`src/rtl/convacc_pkg.sv`:
```
// Shared types and sizing helpers for the sequential binary conv accumulator.
// Latency: n/a (types, constants and pure functions only).
// Backpressure: n/a.
package convacc_pkg;

    typedef enum logic [1:0] {
        ST_IDLE  = 2'd0,
        ST_ACCUM = 2'd1,
        ST_EMIT  = 2'd2
    } state_t;

    // Widest operand window the popcount helper handles.
    localparam int POPCNT_MAX_W = 256;

    // Accumulator width that holds a full pixel sum (IN_CH beats of WIN bits) without overflow.
    function automatic int f_acc_w(input int in_ch, input int win);
        return $clog2(in_ch * win + 1);
    endfunction

    // Packed map word width: one bit per output pixel.
    function automatic int f_map_w(input int out_dim);
        return out_dim * out_dim;
    endfunction

    // Index width for a counter over n values; never zero so ports stay legal.
    function automatic int f_idx_w(input int n);
        return (n > 1) ? $clog2(n) : 1;
    endfunction

    // Number of set bits; callers zero-extend narrower vectors.
    function automatic int unsigned f_popcount(input logic [POPCNT_MAX_W-1:0] v);
        int unsigned c;
        c = 0;
        for (int i = 0; i < POPCNT_MAX_W; i++) begin
            c += {31'd0, v[i]};
        end
        return c;
    endfunction

endpackage

```
`src/rtl/bin_popcnt.sv`:
```
// Counts the set bits of a WIN-bit vector (combinational adder tree).
// Latency: 0 cycles, purely combinational.
// Backpressure: none; output follows input.
module bin_popcnt
    import convacc_pkg::*;
#(
    parameter int WIN = 25
) (
    input  logic [WIN-1:0]             vec,
    output logic [$clog2(WIN+1)-1:0]   cnt
);

    localparam int CNT_W = $clog2(WIN + 1);

    assign cnt = CNT_W'(f_popcount(POPCNT_MAX_W'(vec)));

endmodule

```
`src/rtl/convacc_bin_seq.sv`:
```
// Time-multiplexed binary conv accumulator: XNOR-popcount beats -> thresholded pixel bits -> one map word per output channel.
// Latency: o_valid 1 cycle after a channel's final beat (2 cycles with CONVACC_POPCNT_PIPE_EN defined, popcount registered).
// Backpressure: o_ready low while a map word waits in EMIT; the word is held stable until i_ready.
module convacc_bin_seq
    import convacc_pkg::*;
#(
    parameter int N_CH    = 60,
    parameter int IN_CH   = 18,
    parameter int WIN     = 25,
    parameter int OUT_DIM = 8,
    parameter int BW      = 8
) (
    input  logic                          clk,
    input  logic                          reset,
    input  logic                          i_valid,
    output logic                          o_ready,
    input  logic [WIN-1:0]                i_act,
    input  logic [WIN-1:0]                i_wgt,
    input  logic [BW-1:0]                 i_thresh,
    output logic                          o_valid,
    input  logic                          i_ready,
    output logic [f_map_w(OUT_DIM)-1:0]   o_map,
    output logic [f_idx_w(N_CH)-1:0]      o_ch,
    output logic                          o_last
);

    localparam int MAP_W  = f_map_w(OUT_DIM);
    localparam int PC_W   = $clog2(WIN + 1);
    localparam int ACC_W  = f_acc_w(IN_CH, WIN);
    localparam int CH_W   = f_idx_w(N_CH);
    localparam int PIX_W  = f_idx_w(MAP_W);
    localparam int BEAT_W = f_idx_w(IN_CH);

    state_t              state, state_nxt;
    logic [BEAT_W-1:0]   beat_cnt;
    logic [PIX_W-1:0]    pix_cnt;
    logic [CH_W-1:0]     ch_cnt;
    logic [ACC_W-1:0]    acc;
    logic [BW-1:0]       thresh_q;
    logic [MAP_W-1:0]    map_q, map_nxt, out_map;
    logic [PC_W-1:0]     pc;

    logic accept, first_beat, last_beat, last_pix, ch_last;
    logic [BW-1:0] thr_cur;

    // Beat being retired into the accumulator (same cycle as acceptance, or one later when pipelined).
    logic              r_vld, r_last_beat, r_last_pix;
    logic [PC_W-1:0]   r_pc;
    logic [PIX_W-1:0]  r_pix;
    logic [BW-1:0]     r_thr;

    logic [ACC_W-1:0]  sum;
    logic              pix_bit, chan_done;

    bin_popcnt #(.WIN(WIN)) u_popcnt (
        .vec (~(i_act ^ i_wgt)),
        .cnt (pc)
    );

    assign accept     = i_valid && o_ready;
    assign first_beat = (beat_cnt == '0) && (pix_cnt == '0);
    assign last_beat  = (beat_cnt == BEAT_W'(IN_CH - 1));
    assign last_pix   = (pix_cnt == PIX_W'(MAP_W - 1));
    assign ch_last    = (ch_cnt == CH_W'(N_CH - 1));
    // The first beat of a channel sees the new threshold before it lands in thresh_q.
    assign thr_cur    = first_beat ? i_thresh : thresh_q;

`ifdef CONVACC_POPCNT_PIPE_EN
    // Register the popcount together with the beat's position so drain-cycle beats keep their own context.
    always_ff @(posedge clk) begin
        if (reset) begin
            r_vld       <= 1'b0;
            r_pc        <= '0;
            r_last_beat <= 1'b0;
            r_last_pix  <= 1'b0;
            r_pix       <= '0;
            r_thr       <= '0;
        end else begin
            r_vld <= accept;
            if (accept) begin
                r_pc        <= pc;
                r_last_beat <= last_beat;
                r_last_pix  <= last_pix;
                r_pix       <= pix_cnt;
                r_thr       <= thr_cur;
            end
        end
    end
`else
    // Retire the accepted beat in the same cycle.
    always_comb begin
        r_vld       = accept;
        r_pc        = pc;
        r_last_beat = last_beat;
        r_last_pix  = last_pix;
        r_pix       = pix_cnt;
        r_thr       = thr_cur;
    end
`endif

    assign sum       = acc + ACC_W'(r_pc);
    assign pix_bit   = (32'(sum) >= 32'(r_thr));
    assign chan_done = r_vld && r_last_beat && r_last_pix;

    // Merge the finished pixel's bit into the map under construction.
    always_comb begin
        map_nxt = map_q;
        if (r_vld && r_last_beat) begin
            map_nxt[r_pix] = pix_bit;
        end
    end

    // Position of the next accepted beat, the channel threshold, and the emitted channel index.
    always_ff @(posedge clk) begin
        if (reset) begin
            beat_cnt <= '0;
            pix_cnt  <= '0;
            ch_cnt   <= '0;
            thresh_q <= '0;
        end else begin
            if (accept) begin
                if (first_beat) begin
                    thresh_q <= i_thresh;
                end
                if (last_beat) begin
                    beat_cnt <= '0;
                    pix_cnt  <= last_pix ? '0 : pix_cnt + PIX_W'(1);
                end else begin
                    beat_cnt <= beat_cnt + BEAT_W'(1);
                end
            end
            if (state == ST_EMIT && i_ready) begin
                ch_cnt <= ch_last ? '0 : ch_cnt + CH_W'(1);
            end
        end
    end

    // Accumulate pixel sums; snapshot the completed map so later beats cannot disturb an emitted word.
    always_ff @(posedge clk) begin
        if (reset) begin
            acc     <= '0;
            map_q   <= '0;
            out_map <= '0;
        end else if (r_vld) begin
            acc   <= r_last_beat ? '0 : sum;
            map_q <= map_nxt;
            if (chan_done) begin
                out_map <= map_nxt;
            end
        end
    end

    // State register.
    always_ff @(posedge clk) begin
        if (reset) begin
            state <= ST_IDLE;
        end else begin
            state <= state_nxt;
        end
    end

    // Next-state: accumulate until a channel completes, then hold the word until it is taken.
    always_comb begin
        state_nxt = state;
        case (state)
            ST_IDLE: begin
                if (chan_done)   state_nxt = ST_EMIT;
                else if (accept) state_nxt = ST_ACCUM;
            end
            ST_ACCUM: begin
                if (chan_done)   state_nxt = ST_EMIT;
            end
            ST_EMIT: begin
                if (i_ready)     state_nxt = ch_last ? ST_IDLE : ST_ACCUM;
            end
            default:             state_nxt = ST_IDLE;
        endcase
    end

    assign o_ready = !reset && (state != ST_EMIT);
    assign o_valid = (state == ST_EMIT);
    assign o_map   = out_map;
    assign o_ch    = ch_cnt;
    assign o_last  = o_valid && ch_last;

endmodule

```
`config.mk`:
```
export PLATFORM = sky130hd
export DESIGN_NAME = convacc_bin_seq
export DESIGN_NICKNAME = d
export VERILOG_FILES = /design/src/rtl/convacc_pkg.sv /design/src/rtl/bin_popcnt.sv /design/src/rtl/convacc_bin_seq.sv
export SDC_FILE = /design/constraint.sdc
export NUM_CORES = 1
export LEC_CHECK = 0
export BUFFER_PORTS_ARGS = -buffer_cell sky130_fd_sc_hd__buf_2
export CAP_MARGIN = 40
export CORE_UTILIZATION = 45
export CTS_CLUSTER_SIZE = 24
export DETAILED_ROUTE_END_ITERATION = 8
export HOLD_SLACK_MARGIN = 0.03
export PLACE_DENSITY = 0.75
export SYNTH_ARGS = -nofsm -noshare
export SYNTH_HDL_FRONTEND = slang
export SYNTH_SLANG_ARGS = --single-unit
```
`constraint.sdc`:
```
create_clock -name clk -period 7.6 [get_ports clk]
set_input_delay 0.38 -clock clk [delete_from_list [all_inputs] [get_ports clk]]
set_output_delay 0.38 -clock clk [all_outputs]
set_load 0.01 [all_outputs]
```
# Yosys cells after proc, flatten, opt, wreduce, memory -nomap -nowiden
# Index checks and enable logic that the tools add are counted.
# Widths: inputs -> output; s select.
# word_totals
reg_bits	164
word_cells	80
output_inout_bits	73
input_bits	62
# classes
eq_ne	9
muxes	15
magnitude_cmp	3
n_bitwise	2
add_sub_neg	28
reduce_logical	15
# op_table
op	n
$add 5x1->5	23
$bwmux 64	1
$mux 64	1
$not 25->25	1
$xor 25x25->25	1
$add 6x1->6 const B	2
$eq 6x6->1 const B	2
$mux 6	2
$add 9x5->9	1
$ge 9x8->1	1
$mux 9	1
$logic_and 1x1->1	8
$mux 2	4
$mux 8	1
$lt 6x7->1 const B	1
$demux 1 s6	1
$ge 6x1->1 const B	1
$logic_not 6->1	1
$pmux 2 s3	1
$add 5x1->5 const B	1
$eq 5x5->1 const B	1
$logic_not 5->1	1
$mux 5	1
$ne 2x2->1 const B	2
10 further kinds	12

# Logic depth before layout (Yosys ltp)
# Gate-level depths: netlist (run 1).
# logic_depth
depth_word	30
mapped_depth	28
depth_no_buf	26

# By module
# A second synthesis (run 1) with hierarchy kept.
# unflattened
hier_cells	982
hier_area_um2	8200.4
# by_module_without_submodules
module	cells_each	area_each_um2	n_inst	seq_area_each_um2
convacc_bin_seq	911	7559.8	1	3283.1
bin_popcnt	71	640.6	1	0.0

# Worst setup path before layout (run 1)
# OpenSTA, ideal clock, no wires.
# synth_timing
kind	input -> register
start	input i_act[0]
end	register map_q[36]
setup_time_ns	0.156
path_slack_ns	0.527
required_time_ns	7.444
path_stages	25
path_buffers	2
t_arrival_ns	6.918
path_cell_list	xnor2_1 ha_1 inv_1 fa_1 fa_1 fa_1 fa_1 fa_1 inv_1 ha_1 fa_1 a21o_1 a21o_1 ha_1 a21o_1 a31oi_1 nor2_1 xor2_1 ha_1 and4_1 a21oi_1 nor3b_1 clkbuf_1 clkbuf_1 a31oi_1
# synth_between
elab_chain_len	30
# synth_lines
item	line	source
from (decl)	convacc_bin_seq.sv:17	input logic [WIN-1:0] i_act,
$xor 25x25->25	convacc_bin_seq.sv:56	.vec (~(i_act ^ i_wgt)),
$not 25->25	convacc_bin_seq.sv:56	
$add 1x1->2	convacc_pkg.sv:35	c += {31'd0, v[i]};
$add 5x1->5 (23 in series)	convacc_pkg.sv:35	
$add 9x5->9	convacc_bin_seq.sv:101	assign sum = acc + ACC_W'(r_pc);
$ge 9x8->1	convacc_bin_seq.sv:102	assign pix_bit = (32'(sum) >= 32'(r_thr));
$bwmux 64	convacc_bin_seq.sv:109	map_nxt[r_pix] = pix_bit;
$mux 64	convacc_bin_seq.sv:108	if (r_vld && r_last_beat) begin
to (signal assigned)	convacc_bin_seq.sv:146	map_q <= map_nxt;
to (decl)	convacc_bin_seq.sv:40	logic [MAP_W-1:0] map_q, map_nxt, out_map;
# Every way passes these cells.
# A chain may end at the register's enable or synchronous reset.

# Worst setup path after layout (run 1)
# layout_timing
start	input i_act[0]
end	register map_q[39]
# Same word-level chain as after synthesis.

==> metrics.yaml, run 1 <==
root_buffer: "clkbuf_16"
crit_end: "map_q[39]"
tns_ns: 0
syn2layout_area_growth_pct: 17.24
rows: 47
crit_path_max_fanout: 64
gp_congestion: 0.8295
syn_inst: 856
synth-seq-area-share_pct: 42.80
crit_cells: 25
ant_nets: 0
hold_class: "in2reg"
synth-seq-cells: 164
leakage_nw: 3.661
fin_skew_ns: 0.008336
synthDistinctLibCells: 55
first_pass_iters: 5
cts_hold_buffers: 0
yosys.area.top_type: "dfxtp_1"
use_met3_pct: 4.559
finalSetupViolCount: 0
cpMostUsedCell: "fa_1"
dieArea_sq_mm: 0.01757
start_util_pct: 46.09
post-route-period-util_pct: 90.33
crit_arrival_ns: 7.12
netlist_top_cells_count: "164 x dfxtp_1, 78 x nand3_1, 73 x o21ai_0"
final_max_slew_viol_count: 0
outcome: "finished clean"
port_buffers: 134
synth_most_common_cell: "dfxtp_1"
cp_num_buf_inv: 4
n_antenna_cell: 0
grt_pass1_vias: 5894
syn_area_sq_mm: 0.007671
ctsLongestPathBuffers: 2
slew_headroom_pct: 42.19
ff_latch_area_sq_mm: 0.003283
fillerInstances: 1528
vias: 6583
slowest_stage: "fa_1"
grtUsageMet2_pct: 32.95
ys.flop_type: "dfxtp_1"
synth_edf_count: 0
grt_pass1_wl_um: 29260
slowest_delay_ns: 0.54
synth_area_leaders: "dfxtp_1 43%, nand3_1 5.1%, fa_1 5.0%, o21ai_0 4.8%, ha_1 4.4%"
rr_startpoint: "pix_cnt[5]"
post_drt_wl_per_cell_um: 15.28
place_area_sq_mm: 0.008431
hold_slack_ns: 0.1759
numCtsBuffers: 17
max_freq_mhz: 145.7
finalCriticalPeriod_ns: 6.865
core_sq_mm: 0.01664
clk_pin_slew_ns: 0.06
htree_levels: 4
power_density_mw_per_mm2: 389.8
async_flop_share_pct: 0
clk_latency_ns: 0.43
cts_tree: "done"
nNetsFinal: 1059
busiest_layer: "met2"
vias_per_cell: 5.560
cts_resized: 0
dpl.hpwl_um: 12320
worstMarginPinSlew_ns: 0.8653
synth_warnings: 0
rr_endpoint: "map_q[39]"
postCtsSetupBuffers: 0
drive_above_1_share_pct: 20.12
hold_viol_final: 0
grtUsageMet1_pct: 28.04
rsz0062_at_grt: "no"
r2r_slack_ns: 3.61
cts.sinks: 164
startpoint: "i_act[0]"
antenna_found_initial: 0
grt-ovfl-total: 0
peakVddDrop_mv: 0.4037
synth_nets: 964
path_delay_family: "adder cells"
ff2ff_path_depth: 10
synth_top_cell_area_share_pct: 42.80
grt_max_degree: 83
critical_path_required_ns: 7.85
multi_input_area_sq_mm: 0.003990
drv_cap: 0
grt_use_total_pct: 20.66
synth_area_per_cell_sq_um: 8.962
drt-total-wl_um: 18090
drc: 0
fp.dieH_um: 132.6
fin_area_sq_mm: 0.008994
worstSetupEndpointType: "register"
die_w_um: 132.6
ios: 135
startpoint_type: "input port"
drtIter0Drc: 478
worstSetupPathType: "in2reg"
==> how the worst min path moves through the flow <==
stage | endpoint | slack, ns | from | depth (start not counted)
floorplan | o_map[12] | 0.42 | map_q[12] | 2
finish | thresh_q[1] | 0.18 | i_thresh[1] | 3
CTS | thresh_q[4] | 0.16 | i_thresh[4] | 3
global route | thresh_q[4] | 0.18 | i_thresh[4] | 3
detailed placement | o_map[13] | 0.44 | map_q[13] | 2
global placement | o_map[13] | 0.44 | map_q[13] | 2
==> routing by layer <==
metal / wire [um] / up-vias
li1: - / 3280
met1: 8485 / 3111
met2: 8481 / 169
met3: 878 / 23
met4: 247 / 0
met5: 0 / -
==> stage by stage <==
step                      worst slack (ns)  power, mW  instances  util (%)
final                               0.7351      3.505       1184     54.04
after global routing                0.4200      3.776       1184     54.04
after CTS                           0.7259      3.531       1184     54.04
after detailed placement            0.3273      2.712       1152     50.66
after global placement              0.4135      2.652       1150     50.52
after floorplan                     0.5269      2.275        856         -
==> placed cells by master (no fill, tap or decap), types with 5 or more instances in the layout <==
cell / netlist / routed
a211oi_1: 34 / 34
a21o_1: 6 / 6
a21oi_1: 47 / 47
a311oi_1: 25 / 25
a31oi_1: 17 / 17
and3_1: 7 / 7
and4_1: 5 / 5
buf_2: 14 / 134
buf_4: 1 / 7
clkbuf_16: 0 / 17
dfxtp_1: 164 / 164
fa_1: 19 / 19
ha_1: 27 / 27
inv_1: 31 / 30
mux2i_1: 8 / 8
nand2_1: 49 / 49
nand3_1: 78 / 78
nand4_1: 7 / 7
nor2_1: 60 / 60
nor3_1: 11 / 11
nor4_1: 22 / 22
o21ai_0: 73 / 73
or2_2: 9 / 9
xnor2_1: 16 / 16
xor2_1: 30 / 30
==> worst min-delay path, stage by stage <==
cell and delay [ns]:
buf_2 0.09, nand2_1 0.04, o21ai_0 0.06
==> area by class of cell <==
| class | instances | share of cell area (%) |
|---|---|---|
| Sequential cell | 164 | 36.51 |
| Inverter | 31 | 1.294 |
| Tap cell | 220 | 3.061 |
| Multi-Input combinational cell | 593 | 44.37 |
| Clock inverter | 12 | 1.071 |
| Clock buffer | 20 | 5.189 |
| Timing Repair Buffer | 144 | 8.514 |
==> registers in the layout (all words and copies together) (netlist names) <==
name and flops:
map_q 64, pix_cnt 6, thresh_q 8, state 2, o_map 64, acc 9
o_ch 6, beat_cnt 5
==> power breakdown <==
| group | switching [mW] | internal, mW | leakage, nW | total (mW) |
|---|---|---|---|---|
| sequential | 0.00895 | 0.873 | 1.32 | 0.882 |
| combinational | 1.08 | 0.735 | 2.07 | 1.81 |
| clock | 0.362 | 0.449 | 0.271 | 0.811 |
==> kinds of logic (layout without fill, tap and decap cells) <==
family	count (synthesis)	after routing	share of synthesized area (%)
AND/OR/NAND/NOR	276	276	18.64
AO/OA/AOI/OAI	216	216	17.50
flip-flops	164	164	42.80
buffers and inverters	99	207	5.252
adder cells (fa/ha/maj)	46	46	9.362
XOR/XNOR	46	46	5.252
multiplexers	9	9	1.191
Power figures use the tool's default switching activity.
==> run 2, diff against run 1 <==
--- a/config.mk
+++ b/config.mk
@@ -11,7 +11,9 @@
 export CTS_CLUSTER_SIZE = 24
 export DETAILED_ROUTE_END_ITERATION = 8
 export HOLD_SLACK_MARGIN = 0.03
+export MAX_ROUTING_LAYER = met4
 export PLACE_DENSITY = 0.75
 export SYNTH_ARGS = -nofsm -noshare
 export SYNTH_HDL_FRONTEND = slang
+export SYNTH_HIERARCHICAL = 1
 export SYNTH_SLANG_ARGS = --single-unit
==> run 2 against run 1 <==
Net effect: first-iteration DRC count grew 32%; non-clock buffer count grew 9; routed wire length grew 11%; hold slack lost 0.0061 ns; global-route usage grew 1.8 points; largest power group unchanged; core utilization grew 0.82 points; sequential power grew 0.5%; largest cell class unchanged; critical path type unchanged; highest routed layer unchanged.
==> metrics.yaml, run 2 <==
hold_slack_ns: 0.1698  # -0.006127 ns
netlist_top_cells_count: "164 x dfxtp_1, 145 x nor2_1, 90 x a21oi_1"
yosys.area.top_type: "dfxtp_1"
final_cell_mix: "164 x dfxtp_1, 145 x nor2_1, 135 x buf_2"
post-route-period-util_pct: 90.25  # about the same
synth_most_common_cell: "dfxtp_1"
peakVddDrop_mv: 0.3692  # -8.5%
max_freq_mhz: 145.8  # about the same
multi_input_area_sq_mm: 0.004422  # +11%
slew_headroom_pct: 43.49  # +1.3 points
ctsLongestPathBuffers: 2  # unchanged
fin_skew_ns: 0.007733  # -0.0006033 ns
crit_path_max_fanout: 60  # -6.3%
fp.dieH_um: 137.0  # +3.3%
wl_met1_um: 8802  # +3.7%
clk_pin_slew_ns: 0.06  # about the same
tns_ns: 0  # unchanged
numCtsBuffers: 17  # unchanged
core_sq_mm: 0.01754  # +5.4%
leakage_nw: 4.118  # +13%
finalSetupViolCount: 0  # unchanged
gp_congestion: 0.8490  # +2.4%
ff_latch_area_sq_mm: 0.003283  # unchanged
port_buffers: 134  # unchanged
postCtsSetupBuffers: 0  # unchanged
cts.sinks: 164  # unchanged
die_w_um: 137.0  # +3.3%
cts_tree: "done"
syn_area_sq_mm: 0.008200  # +6.9%
fillerInstances: 1651  # +8.0%
synth-seq-cells: 164  # unchanged
crit_arrival_ns: 7.15  # +0.03 ns
ios: 135  # unchanged
critical_path_required_ns: 7.89  # +0.04 ns
final_max_slew_viol_count: 0  # unchanged
synth_area_leaders: "dfxtp_1 40%, nor2_1 6.6%, a21oi_1 5.5%, fa_1 4.6%, o21ai_0 4.6%"
wl_met3_um: 1365  # +55%
post_drt_wl_per_cell_um: 15.26  # -0.11%
hold_class: "in2reg"
drive_above_1_share_pct: 18.86  # -1.3 points
syn_inst: 982  # +15%
power_density_mw_per_mm2: 346.2  # -11%
clk_latency_ns: 0.44  # about the same
rows: 48  # +2.1%
layout_commonest_cell: "dfxtp_1"
finalCriticalPeriod_ns: 6.859  # -0.005709 ns
worstMarginPinSlew_ns: 0.8411  # -0.02421 ns
vias: 7273  # +10%
wl_met2_um: 9535  # +12%
ant_nets: 0  # unchanged
vias_per_cell: 5.543  # -0.30%
worstSetupEndpointType: "register"
drtIter0Drc: 632  # +32%
dpl.hpwl_um: 13470  # +9.3%
synth_area_per_cell_sq_um: 8.351  # -6.8%
grt_pass1_vias: 6657  # +13%
worstSetupPathType: "in2reg"
grt_max_degree: 61  # -27%
syn2layout_area_growth_pct: 17.33  # about the same
n_antenna_cell: 0  # unchanged
async_flop_share_pct: 0  # unchanged
cts_resized: 0  # unchanged
antenna_found_initial: 0  # unchanged
synth_edf_count: 0  # unchanged
root_buffer: "clkbuf_16"
grt_use_total_pct: 22.48  # +1.8 points
outcome: "finished clean"
drc: 0  # unchanged
synth_top_cell_area_share_pct: 40.04  # -2.8 points
hold_viol_final: 0  # unchanged
synth_warnings: 6  # +6
grt-ovfl-total: 0  # unchanged
cts_hold_buffers: 0  # unchanged
rsz0062_at_grt: "no"
nNetsFinal: 1181  # +12%
drv_cap: 0  # unchanged
dieArea_sq_mm: 0.01877  # +6.8%
synth-seq-area-share_pct: 40.04  # -2.8 points
final_util_pct: 54.87  # +0.82 points
first_pass_iters: 5  # unchanged
ys.flop_type: "dfxtp_1"
startpoint_type: "input port"
synthDistinctLibCells: 62  # +13%
grt_pass1_wl_um: 32150  # +9.9%
start_util_pct: 46.76  # +0.67 points
drt-total-wl_um: 20030  # +11%
htree_levels: 4  # unchanged
top_layer_used: "met4"
synth_nets: 1087  # +13%
[run 2: cell count changes after synthesis, sizes merged, moves of 20 or more]
cell / change
a211oi: -30
a21oi: +43
a311oi: -25
a41oi: +25
nand2: +31
nand3: -52
nor2: +86
o2bb2ai: +25
xor2: -20
[run 2: power by group]
group	internal [mW]	switching, mW	total [mW]
Sequential	0.874	0.0116	0.886
Combinational	0.657	0.851	1.51
Clock	0.583	0.353	0.937
[run 2: final timing paths]
path | start | to | slack (ns) | cells past startpoint
setup / recovery | i_wgt[0] | map_q[57] | 0.74 | 23
hold / removal | i_thresh[4] | thresh_q[4] | 0.17 | 2
setup reg to reg | pix_cnt[3] | map_q[57] | 3.80 | 10
hold reg to reg | map_q[15] | o_map[15] | 0.46 | 2
[run 2: cell families after synthesis]
kind of cell | share of synthesized area, %
buffers and inverters | 6.454
DFF | 40.04
and+or+nand+nor | 18.14
adders and majority gates | 8.300
AOI/OAI and AO/OA | 21.01
muxes | 1.358
xor gates and xnor gates | 4.699
[run 2: final cells by class]
type                            count  share of cell area (%)
Clock buffer                       19                   4.499
Clock inverter                     11                   2.094
Inverter                           50                   1.951
Multi-Input combinational cell    690                   45.96
Sequential cell                   164                   34.12
Tap cell                          225                   2.926
Timing Repair Buffer              153                   8.453
[run 2: metrics by stage]
step                      power (mW)  setup slack, ns  instance area, sq um  instances
after floorplan                2.108           0.9452                  8200        982
after global placement         2.363           0.4536                  8972       1280
after detailed placement       2.430           0.3050                  8987       1282
after CTS                      3.365           0.7401                  9622       1312
after global routing           3.641           0.3438                  9622       1312
final                          3.331           0.7408                  9622       1312
[run 2: critical path, stage by stage]
cell and delay [ns]:
buf_2 0.10, xnor2_1 0.15, inv_1 0.07, fa_1 0.58
fa_1 0.46, fa_1 0.49, fa_1 0.53, fa_1 0.43
fa_1 0.45, fa_1 0.51, inv_1 0.07, fa_1 0.45
a211oi_1 0.30, nor2_1 0.12, o21ai_0 0.32, xnor2_1 0.17
ha_1 0.27, a21o_1 0.16, a21oi_1 0.13, o211ai_1 0.14
o21ai_2 0.13, buf_4 0.47, o21ai_0 0.19
[run 2: per-layer routing]
| layer | vias up | GRT usage [%] |
|---|---|---|
| li1 | 3599 | - |
| met1 | 3367 | 27.75 |
| met2 | 275 | 36.42 |
| met3 | 32 | 4.519 |
| met4 | 0 | 7.814 |
| met5 | - | - |
